===== config.mk =====
export PLATFORM = sky130hd
export DESIGN_NAME = thermostat_fsm_p
export DESIGN_NICKNAME = d
export VERILOG_FILES = /design/src/rtl/thermostat_fsm_p.sv
export SDC_FILE = /design/constraint.sdc
export NUM_CORES = 1
export LEC_CHECK = 0
export BUFFER_PORTS_ARGS = -buffer_cell sky130_fd_sc_hd__buf_4
export CAP_MARGIN = 20
export CORE_AREA = 2 2 64 66
export CTS_CLUSTER_DIAMETER = 120
export DETAILED_ROUTE_END_ITERATION = 16
export DIE_AREA = 0 0 66 68
export PLACE_DENSITY = 0.66
export SLEW_MARGIN = 20
export SYNTH_ARGS = -nofsm -noshare
export SYNTH_HDL_FRONTEND = slang
export SYNTH_SLANG_ARGS = --single-unit

===== constraint.sdc =====
create_clock -name clk -period 6.17 [get_ports clk]
set_input_delay 0.617 -clock clk [delete_from_list [all_inputs] [get_ports clk]]
set_output_delay 0.617 -clock clk [all_outputs]
set_load 0.005 [all_outputs]

===== src/rtl/thermostat_fsm_p.sv =====
// Hysteresis thermostat: programmable thresholds, minimum dwell, fault state with debounced exit.
// Latency: one clock from a valid sample to the registered state and enable outputs.
// No backpressure: a sample is consumed on every edge where temp_valid is high.
module thermostat_fsm_p #(
  parameter int WIDTH     = 5,
  parameter int MIN_DWELL = 4,
  parameter int FAULT_CLR = 3,
  parameter int CNT_W     = 8
) (
  input  logic             clk,
  input  logic             rst,
  input  logic [WIDTH-1:0] temp,
  input  logic             temp_valid,
  input  logic [WIDTH-1:0] heat_on_th,
  input  logic [WIDTH-1:0] heat_off_th,
  input  logic [WIDTH-1:0] cool_on_th,
  input  logic [WIDTH-1:0] cool_off_th,
  input  logic [WIDTH-1:0] fault_lo,
  input  logic [WIDTH-1:0] fault_hi,
  output logic             heat_en,
  output logic             cool_en,
  output logic [1:0]       state,
  output logic             dwell_busy,
  output logic [CNT_W-1:0] trans_cnt
);

  typedef enum logic [1:0] {
    S_IDLE  = 2'b00,
    S_COOL  = 2'b01,
    S_HEAT  = 2'b10,
    S_FAULT = 2'b11
  } state_t;

  // Counters sized to hold their largest value; a width of at least one bit is guaranteed by the +1.
  localparam int DW = $clog2(MIN_DWELL + 1);
  localparam int CW = $clog2(FAULT_CLR + 1);
  localparam logic [DW-1:0] DWELL_LOAD = DW'(MIN_DWELL);
  // The clear count never stores FAULT_CLR itself: the sample that would reach it exits FAULT.
  localparam logic [CW-1:0] CLR_LAST   = CW'(FAULT_CLR - 1);

  state_t          cur;
  state_t          nxt;
  logic [DW-1:0]   dwell_cnt;
  logic [CW-1:0]   clr_cnt;
  logic [CW-1:0]   clr_nxt;
  logic            out_of_range;

  assign out_of_range = (temp < fault_lo) || (temp > fault_hi);
  assign dwell_busy   = (dwell_cnt != '0);
  assign state        = cur;

  // Next-state and fault-clear bookkeeping; the range check overrides dwell in every non-fault state.
  always_comb begin
    nxt     = cur;
    clr_nxt = clr_cnt;
    if (temp_valid) begin
      if (cur == S_FAULT) begin
        if (out_of_range) begin
          clr_nxt = '0;
        end else if (clr_cnt == CLR_LAST) begin
          nxt     = S_IDLE;
          clr_nxt = '0;
        end else begin
          clr_nxt = clr_cnt + CW'(1);
        end
      end else if (out_of_range) begin
        nxt     = S_FAULT;
        clr_nxt = '0;
      end else if (!dwell_busy) begin
        case (cur)
          S_IDLE: begin
            // Heating wins when the on-thresholds overlap.
            if (temp <= heat_on_th)      nxt = S_HEAT;
            else if (temp >= cool_on_th) nxt = S_COOL;
          end
          S_HEAT:  if (temp >= heat_off_th) nxt = S_IDLE;
          S_COOL:  if (temp <= cool_off_th) nxt = S_IDLE;
          default: nxt = cur;
        endcase
      end
    end
  end

  // State, dwell timer, transition counter and registered enables; reset overrides everything.
  always_ff @(posedge clk) begin
    if (rst) begin
      cur       <= S_IDLE;
      dwell_cnt <= '0;
      clr_cnt   <= '0;
      trans_cnt <= '0;
      heat_en   <= 1'b0;
      cool_en   <= 1'b0;
    end else begin
      cur     <= nxt;
      clr_cnt <= clr_nxt;
      if (nxt != cur) begin
        // Fault entry leaves the timer idle so the fault exit path is never held off.
        dwell_cnt <= (nxt == S_FAULT) ? '0 : DWELL_LOAD;
        if (trans_cnt != '1) trans_cnt <= trans_cnt + CNT_W'(1);
      end else if (dwell_cnt != '0) begin
        dwell_cnt <= dwell_cnt - DW'(1);
      end
      heat_en <= (nxt == S_HEAT);
      cool_en <= (nxt == S_COOL);
    end
  end

endmodule


==> results of run 1 <==
-- layout make-up --
cell class / instances / share of cell area [%]
multi-input cells: 149 / 55.5
repair buffers: 50 / 17.8
flip-flops and latches: 17 / 16.1
inverters: 31 / 5.51
well taps: 50 / 2.96
clock buffers: 4 / 2.13
-- power by group through the flow --
stage	clock [uW]	combinational, uW	sequential, uW
after floorplan	0	109	134
after global placement	0	164	136
after detailed placement	0	166	136
after CTS	83.7	168	134
after global routing	88.3	189	136
final	81.4	165	134
-- worst max path at each step --
stage,end,cells past startpoint,slack [ns]
6_report,trans_cnt[7],10,3.09
4_1_cts,trans_cnt[7],10,3.07
3_3_place_gp,trans_cnt[7],10,2.83
2_1_floorplan,trans_cnt[7],10,3.11
5_1_grt,trans_cnt[7],10,2.95
3_5_place_dp,trans_cnt[7],10,2.80
-- Yosys cell counts (all sizes together) --
cell and number:
a21o 3, and4b 2, and3 4, o21ai 10
xnor2 4, nor2 17, dfxtp 17, nand3 5
a31oi 2, a311oi 1, or4 1, a22oi 1
a2bb2oi 1, ha 32, nand4 3, o22ai 1
nor3b 1, or3b 1, o41ai 1, o31ai 1
o211ai 1, or2 1, o31a 1, and4 2
nand2b 5, inv 31, nor2b 7, and2 3
clkbuf 2, o311a 1, o21a 2, nor3 5
a2111oi 2, nand3b 1, nand2 8, mux2i 2
a21oi 7, a211oi 6, mux2 4
-- cells in the final DEF (no fill, tap or decap), types with 2 or more instances in the layout --
| cell | count |
|---|---|
| sky130_fd_sc_hd__a2111oi_2 | 2 |
| sky130_fd_sc_hd__nor2_1 | 17 |
| sky130_fd_sc_hd__nor3_1 | 5 |
| sky130_fd_sc_hd__nand2b_1 | 5 |
| sky130_fd_sc_hd__ha_1 | 32 |
| sky130_fd_sc_hd__nand4_1 | 3 |
| sky130_fd_sc_hd__a21o_1 | 3 |
| sky130_fd_sc_hd__inv_1 | 31 |
| sky130_fd_sc_hd__o21a_1 | 2 |
| sky130_fd_sc_hd__xnor2_1 | 4 |
| sky130_fd_sc_hd__dfxtp_1 | 17 |
| sky130_fd_sc_hd__buf_4 | 50 |
| sky130_fd_sc_hd__nand2_1 | 8 |
| sky130_fd_sc_hd__and4_1 | 2 |
| sky130_fd_sc_hd__nand3_1 | 5 |
| sky130_fd_sc_hd__a21oi_1 | 6 |
| sky130_fd_sc_hd__mux2i_1 | 2 |
| sky130_fd_sc_hd__and2_1 | 3 |
| sky130_fd_sc_hd__mux2_1 | 3 |
| sky130_fd_sc_hd__and4b_1 | 2 |
| sky130_fd_sc_hd__and3_1 | 4 |
| sky130_fd_sc_hd__clkbuf_8 | 3 |
| sky130_fd_sc_hd__nor2b_1 | 7 |
| sky130_fd_sc_hd__a31oi_1 | 2 |
| sky130_fd_sc_hd__a211oi_1 | 5 |
| sky130_fd_sc_hd__o21ai_0 | 10 |
-- per-stage QoR --
step | power (uW) | hold slack [ns] | worst slack [ns] | util [%] | area [um2]
floorplan | 243 | 0.514 | 3.11 | - | 1640
global placement | 300 | 0.534 | 2.83 | 53.6 | 2070
detailed placement | 303 | 0.534 | 2.80 | 53.6 | 2070
CTS | 385 | 0.555 | 3.07 | 54.8 | 2110
global route | 413 | 0.584 | 2.95 | 54.8 | 2110
finish | 380 | 0.546 | 3.09 | 54.8 | 2110
-- worst register-to-register path, cell delays in order, from the launching register on --
cell and delay, ns:
sky130_fd_sc_hd__dfxtp_1 0.33, sky130_fd_sc_hd__inv_1 0.08, sky130_fd_sc_hd__ha_1 0.21, sky130_fd_sc_hd__or3b_1 0.43, sky130_fd_sc_hd__o41ai_2 0.41, sky130_fd_sc_hd__nand3_1 0.12
sky130_fd_sc_hd__mux2_4 0.31, sky130_fd_sc_hd__a21oi_4 0.22, sky130_fd_sc_hd__and4_1 0.22, sky130_fd_sc_hd__mux2_1 0.31
-- per-layer routing --
metal | global-route usage [%] | vias up | part of all wire (%)
li1 | - | 806 | -
met1 | 20.7 | 641 | 51
met2 | 27.0 | 28 | 44
met3 | 3.13 | 2 | 4.7
met4 | 2.30 | 0 | 0.35
met5 | 0 | - | 0
-- state kept, by name, indices dropped and copies added (netlist names) --
name / cells
clr_cnt: 2
heat_en: 1
cool_en: 1
state: 2
dwell_cnt: 3
trans_cnt: 8
-- cell families (layout without fill, tap and decap cells) --
family                   after synthesis  in the layout  synth area share, %
XOR/XNOR                               4              4                 2.14
AND/OR/NAND/NOR                       66             66                 21.8
buffers and inverters                 33             85                 7.56
adder cells (fa/ha/maj)               32             32                 24.4
multiplexers                           6              6                 4.20
flip-flops                            17             17                 20.8
AO/OA/AOI/OAI                         41             41                 19.1
==> Flow_metrics.wiki, run 1 <==
{| class="wikitable"
! Metric !! Value
|-
| Result of the run || complete, no violations
|-
| Warning count from the yosys run || 0
|-
| Crit Reg-Reg Startpoint || dwell_cnt[0]
|-
| Total inserted antenna cells || 0
|-
| Nets in the synthesized netlist || 269
|-
| DIE AREA || 0.00449 mm2
|-
| Sequential power share || 35.1%
|-
| Fin nets || 322
|-
| Number of remaining DRC errors || 0
|-
| H-tree lvl count || 1
|-
| Number of primary I/O pins || 51
|-
| GRT Residual Overflow || 0
|-
| Vias after detailed routing || 1477
|-
| Placeable Area || 0.00386 mm2
|-
| CTS tree || done
|-
| Vias per std cell || 4.91
|-
| #FFs+latches synth || 17
|-
| Worst Path Class, Setup || input pin to register
|-
| Synthesized area || 0.00164 mm2
|-
| Cell class contributing the biggest share of worst-path delay || compound AO/OA/AOI/OAI gates
|-
| Remaining antenna violation count after routing || 0
|-
| Endpoint of the lowest-slack register-to-register path || trans_cnt[7]
|-
| Max-cap check violation count || 0
|-
| Max-slew violations || 0
|-
| Setup Buffers After CTS || 0
|-
| Switching power share of the total || 34.1%
|-
| Worst clock skew || 0.000705 ns
|-
| Sequential area share after synthesis || 20.8%
|-
| Share of the cycle needed by the critical path after routing || 49.9%
|-
| Normalized max-slew margin || 72.1%
|-
| Peak ir drop on the vdd network || 0.000164 V
|-
| Clock network fraction of design power || 21.4%
|-
| CP Data Arrival Time || 3.22 ns
|-
| Flop2flop setup slack || 3.44 ns
|-
| Cell type with the largest total area after synthesis || sky130_fd_sc_hd__ha_1
|-
| Top cells by area, synth || sky130_fd_sc_hd__ha_1, sky130_fd_sc_hd__dfxtp_1, sky130_fd_sc_hd__inv_1, sky130_fd_sc_hd__nor2_1, sky130_fd_sc_hd__o21ai_0
|-
| Total Routing Usage GR || 15.6%
|-
| Filler cells || 374
|-
| Largest net degree at the start of global routing || 20
|-
| Pwr Density || 180 mW/mm2
|-
| Maximum buffer depth of the clock tree || 2
|-
| CTS sink cnt || 17
|-
| Layout Cells excl Fill || 301
|-
| Average wire per cell in the routed design || 11.3 um
|-
| Req. time, crit path || 6.31 ns
|-
| Area used by multi-input combinational logic || 0.00117 mm2
|-
| Worst Min Path Start || trans_cnt[4]
|-
| Critical path's largest stage delay || 0.40 ns
|-
| Routability cong. || 0.872
|-
| Start point of the critical path || temp[2]
|-
| Final hold viol count || 0
|-
| Overall die width || 66 um
|-
| Sort of element at the start of the critical path || input pin
|-
| Worst Hold Class || register to register
|-
| Top cell type's share of synthesized area || 24.4%
|-
| Die span in y || 68 um
|-
| Total wire length || 3400 um
|-
| Placed wire-length estimate after detailed placement || 2830 um
|-
| Unrepaired setup endpoints after global routing || false
|-
| Length of the first detailed-routing pass in iterations || 4
|-
| Fmax || 325 MHz
|-
| Initial antenna violation count || 0
|-
| Series of cell instances along the critical path || buf_4 > ha_1 > a21o_1 > a2111oi_2 > nor3_1 > a211oi_2 > mux2_4 > a21oi_4 > and4_1 > mux2_1
|-
| Tightest Pin Transition || 0.415 ns
|-
| Critical Path Fanout Max || 6
|-
| Resize count post-CTS || 0
|-
| Hold path cells || 2
|-
| Master of the slowest instance on the critical path || sky130_fd_sc_hd__a2111oi_2
|-
| Mean Syn Cell Area || 8.23 um2
|-
| Endpoint, Worst Hold || trans_cnt[4]
|-
| Area taken by flip-flops and latches || 340 um2
|-
| Root buffer selected by CTS || sky130_fd_sc_hd__clkbuf_8
|-
| Setup tns final || 0 ns
|-
| Number of global-route vias before repair || 1334
|-
| Internal Pwr Total || 251 uW
|-
| Final period demand of the worst path || 3.08 ns
|-
| Synthesized instance count || 199
|-
| Critical Path End Type || register
|-
| Effective utilization at floorplan || 42.5%
|-
| Endpoints failing setup || 0
|-
| Synth-to-Final Area Change || 29.0%
|-
| Cell row count || 23
|-
| Clock input transition at the sequential cells of the worst setup and hold paths || 0.06 ns
|-
| Leakage power of the design || 0.00109 uW
|-
| Number of buffers added on ports || 50
|-
| Sum of buffers and inverters on the critical path || 1
|-
| Wire length of the first global-routing pass || 5550 um
|-
| Clock latency on the worst-skew pair || 0.25 ns
|-
| Number of buffers added by the clock tree synthesis step || 3
|-
| Synth cell types || 42
|-
| Comb pwr share || 43.5%
|-
| Iter 0 DRT Violations || 33
|-
| Placed cell count || 297
|-
| Switching pwr || 130 uW
|-
| # hold bufs at CTS || 0
|-
| Cell count of the worst reg-to-reg path || 9
|-
| Layout cells sized above 1 || 24.3%
|}
Note: power is estimated with default switching activity, not from simulation.
==> inputs of run 2 (changes only) <==
clock period = 2.9 ns   (was 6.17 ns; I/O delays follow)
==> run 2 against run 1 <==
Register-to-register slack worse by 3.2 ns. Total power up 120%. First-iteration DRC count increased by 15%. Cell count up 1.7%. Cell area is 1.8% higher. Routed wire length increased by 3.2%. Clock power up 110%. Global-route usage up 1.3 points. Worst hold slack lost 0.20 ns. Largest cell class unchanged. Largest power group unchanged.
==> Flow_metrics.wiki, run 2 (same netlist as run 1, synthesis figures left out) <==
{| class="wikitable"
! Metric !! Value
|-
| Largest register FFs || 8
|-
| Final hold viol count || 0
|-
| Req. time, crit path || 3.04 ns
|-
| Peak ir drop on the vdd network || 0.000293 V
|-
| Placeable Area || 0.00386 mm2
|-
| CTS sink cnt || 17
|-
| Synth-to-Final Area Change || 31.3%
|-
| Tightest Pin Transition || 0.428 ns
|-
| Worst Hold Class || input pin to register
|-
| Initial antenna violation count || 0
|-
| Root buffer selected by CTS || sky130_fd_sc_hd__clkbuf_8
|-
| Setup tns final || 0 ns
|-
| Number of remaining DRC errors || 0
|-
| CP Data Arrival Time || 2.82 ns
|-
| Largest net degree at the start of global routing || 20
|-
| Number of primary I/O pins || 51
|-
| Total inserted antenna cells || 0
|-
| Largest reg by FF count || trans_cnt
|-
| Effective utilization at floorplan || 42.5%
|-
| Total Routing Usage GR || 16.9%
|-
| Master of the slowest instance on the critical path || sky130_fd_sc_hd__or3b_1
|-
| Worst slack, placed || -0.0228 ns
|-
| Average wire per cell in the routed design || 11.5 um
|-
| Registers with the most flip-flops || trans_cnt: 8 flops, dwell_cnt: 3 flops
|-
| Worst Path Class, Setup || register to register
|-
| Total wire length || 3510 um
|-
| Critical Path End Type || register
|-
| Result of the run || complete, no violations
|-
| Unrepaired setup endpoints after global routing || false
|-
| Wire length of the first global-routing pass || 5910 um
|-
| Filler cells || 377
|-
| Maximum buffer depth of the clock tree || 2
|-
| Vias per std cell || 5.08
|-
| Vias after detailed routing || 1556
|-
| Iter 0 DRT Violations || 38
|-
| Total power || 822 uW
|-
| Cell row count || 23
|-
| Setup Buffers After CTS || 0
|-
| Number of global-route vias before repair || 1322
|-
| Max-cap check violation count || 0
|-
| Number of buffers added by the clock tree synthesis step || 3
|-
| Critical Path Fanout Max || 4
|-
| Most common library cell in the layout ignoring fill and taps || sky130_fd_sc_hd__buf_4
|-
| Sum of buffers and inverters on the critical path || 1
|-
| Resize count post-CTS || 0
|-
| Share of the cycle needed by the critical path after routing || 92.6%
|-
| # hold bufs at CTS || 0
|-
| Placed wire-length estimate after detailed placement || 2930 um
|-
| Series of cell instances along the critical path || inv_1 > ha_1 > or3b_1 > o41ai_2 > nand3_1 > mux2_4 > a21oi_4 > and4_1 > mux2_1
|-
| Clock latency on the worst-skew pair || 0.25 ns
|-
| Number of buffers added on ports || 50
|-
| Routability cong. || 0.818
|-
| H-tree lvl count || 1
|-
| Leakage power of the design || 0.00111 uW
|-
| Fmax || 372 MHz
|-
| Endpoints failing setup || 0
|-
| Overall die width || 66 um
|-
| Length of the first detailed-routing pass in iterations || 4
|-
| Fin nets || 327
|-
| DIE AREA || 0.00449 mm2
|-
| Pwr Density || 382 mW/mm2
|-
| Setup WS post-layout || 0.215 ns
|-
| Remaining antenna violation count after routing || 0
|-
| Clock input transition at the sequential cells of the worst setup and hold paths || 0.06 ns
|-
| Critical path's largest stage delay || 0.43 ns
|-
| Max-slew violations || 0
|-
| Final period demand of the worst path || 2.69 ns
|-
| Sort of element at the start of the critical path || register
|-
| Cell class contributing the biggest share of worst-path delay || simple AND/OR/NAND/NOR gates
|-
| GRT Residual Overflow || 0
|-
| Normalized max-slew margin || 71.4%
|-
| CTS tree || done
|-
| Layout cells sized above 1 || 25.8%
|-
| Die span in y || 68 um
|-
| Highest-count cells in the layout ignoring fill and taps || sky130_fd_sc_hd__buf_4, sky130_fd_sc_hd__ha_1, sky130_fd_sc_hd__inv_1, sky130_fd_sc_hd__nor2_1, sky130_fd_sc_hd__dfxtp_1
|-
| Worst clock skew || 0.000775 ns
|}
## run 2: changes by cell type in the layout (fill, tap and decap cells not counted)
cell,change
sky130_fd_sc_hd__buf_4,+5
## run 2: area by class of cell
cell class | count | area [um2] | area share (%)
flip-flops and latches | 17 | 340 | 15.8
clock buffers | 4 | 45.0 | 2.09
multi-input cells | 149 | 1170 | 54.6
repair buffers | 55 | 413 | 19.2
inverters | 31 | 116 | 5.41
well taps | 50 | 62.6 | 2.91
## run 2: layer usage
layer	GRT usage (%)	vias up	wire length [um]
met2	26.8	31	1520
li1	-	820	-
met4	1.53	0	10
met5	0	-	0
met3	3.45	2	195
met1	24.7	703	1780
## run 2: path summary, 6_finish.rpt
path                              startpoint      endpoint  slack (ns)  depth (start not counted)
worst max-delay path            dwell_cnt[0]  trans_cnt[7]        0.21                          9
worst min-delay path                     rst  dwell_cnt[1]        0.35                          2
worst max register to register  dwell_cnt[0]  trans_cnt[7]        0.21                          9
worst min register to register  dwell_cnt[1]  dwell_cnt[1]        0.55                          2
## run 2: power breakdown
group          switching (uW)  internal, uW
registers                24.4           257
clock network            73.3          97.4
logic                     180           189
## run 2: worst register-to-register path, delay by kind of cell, from the launching register on
family          cells  cell delay (ns)
flops               1             0.32
fa+ha+maj           1             0.20
mux                 2             0.60
compound gates      2             0.60
simple gates        3             0.77
buf+inv             1             0.08
## run 2: stage by stage
| stage | hold WS, ns | std cells | area (um2) | utilization [%] |
|---|---|---|---|---|
| global route | 0.362 | 306 | 2150 | 55.8 |
| finish | 0.350 | 306 | 2150 | 55.8 |
| detailed placement | 0.543 | 302 | 2110 | 54.6 |
| CTS | 0.354 | 306 | 2150 | 55.8 |
| global placement | 0.532 | 302 | 2110 | 54.6 |
| floorplan | 0.514 | 199 | 1640 | - |
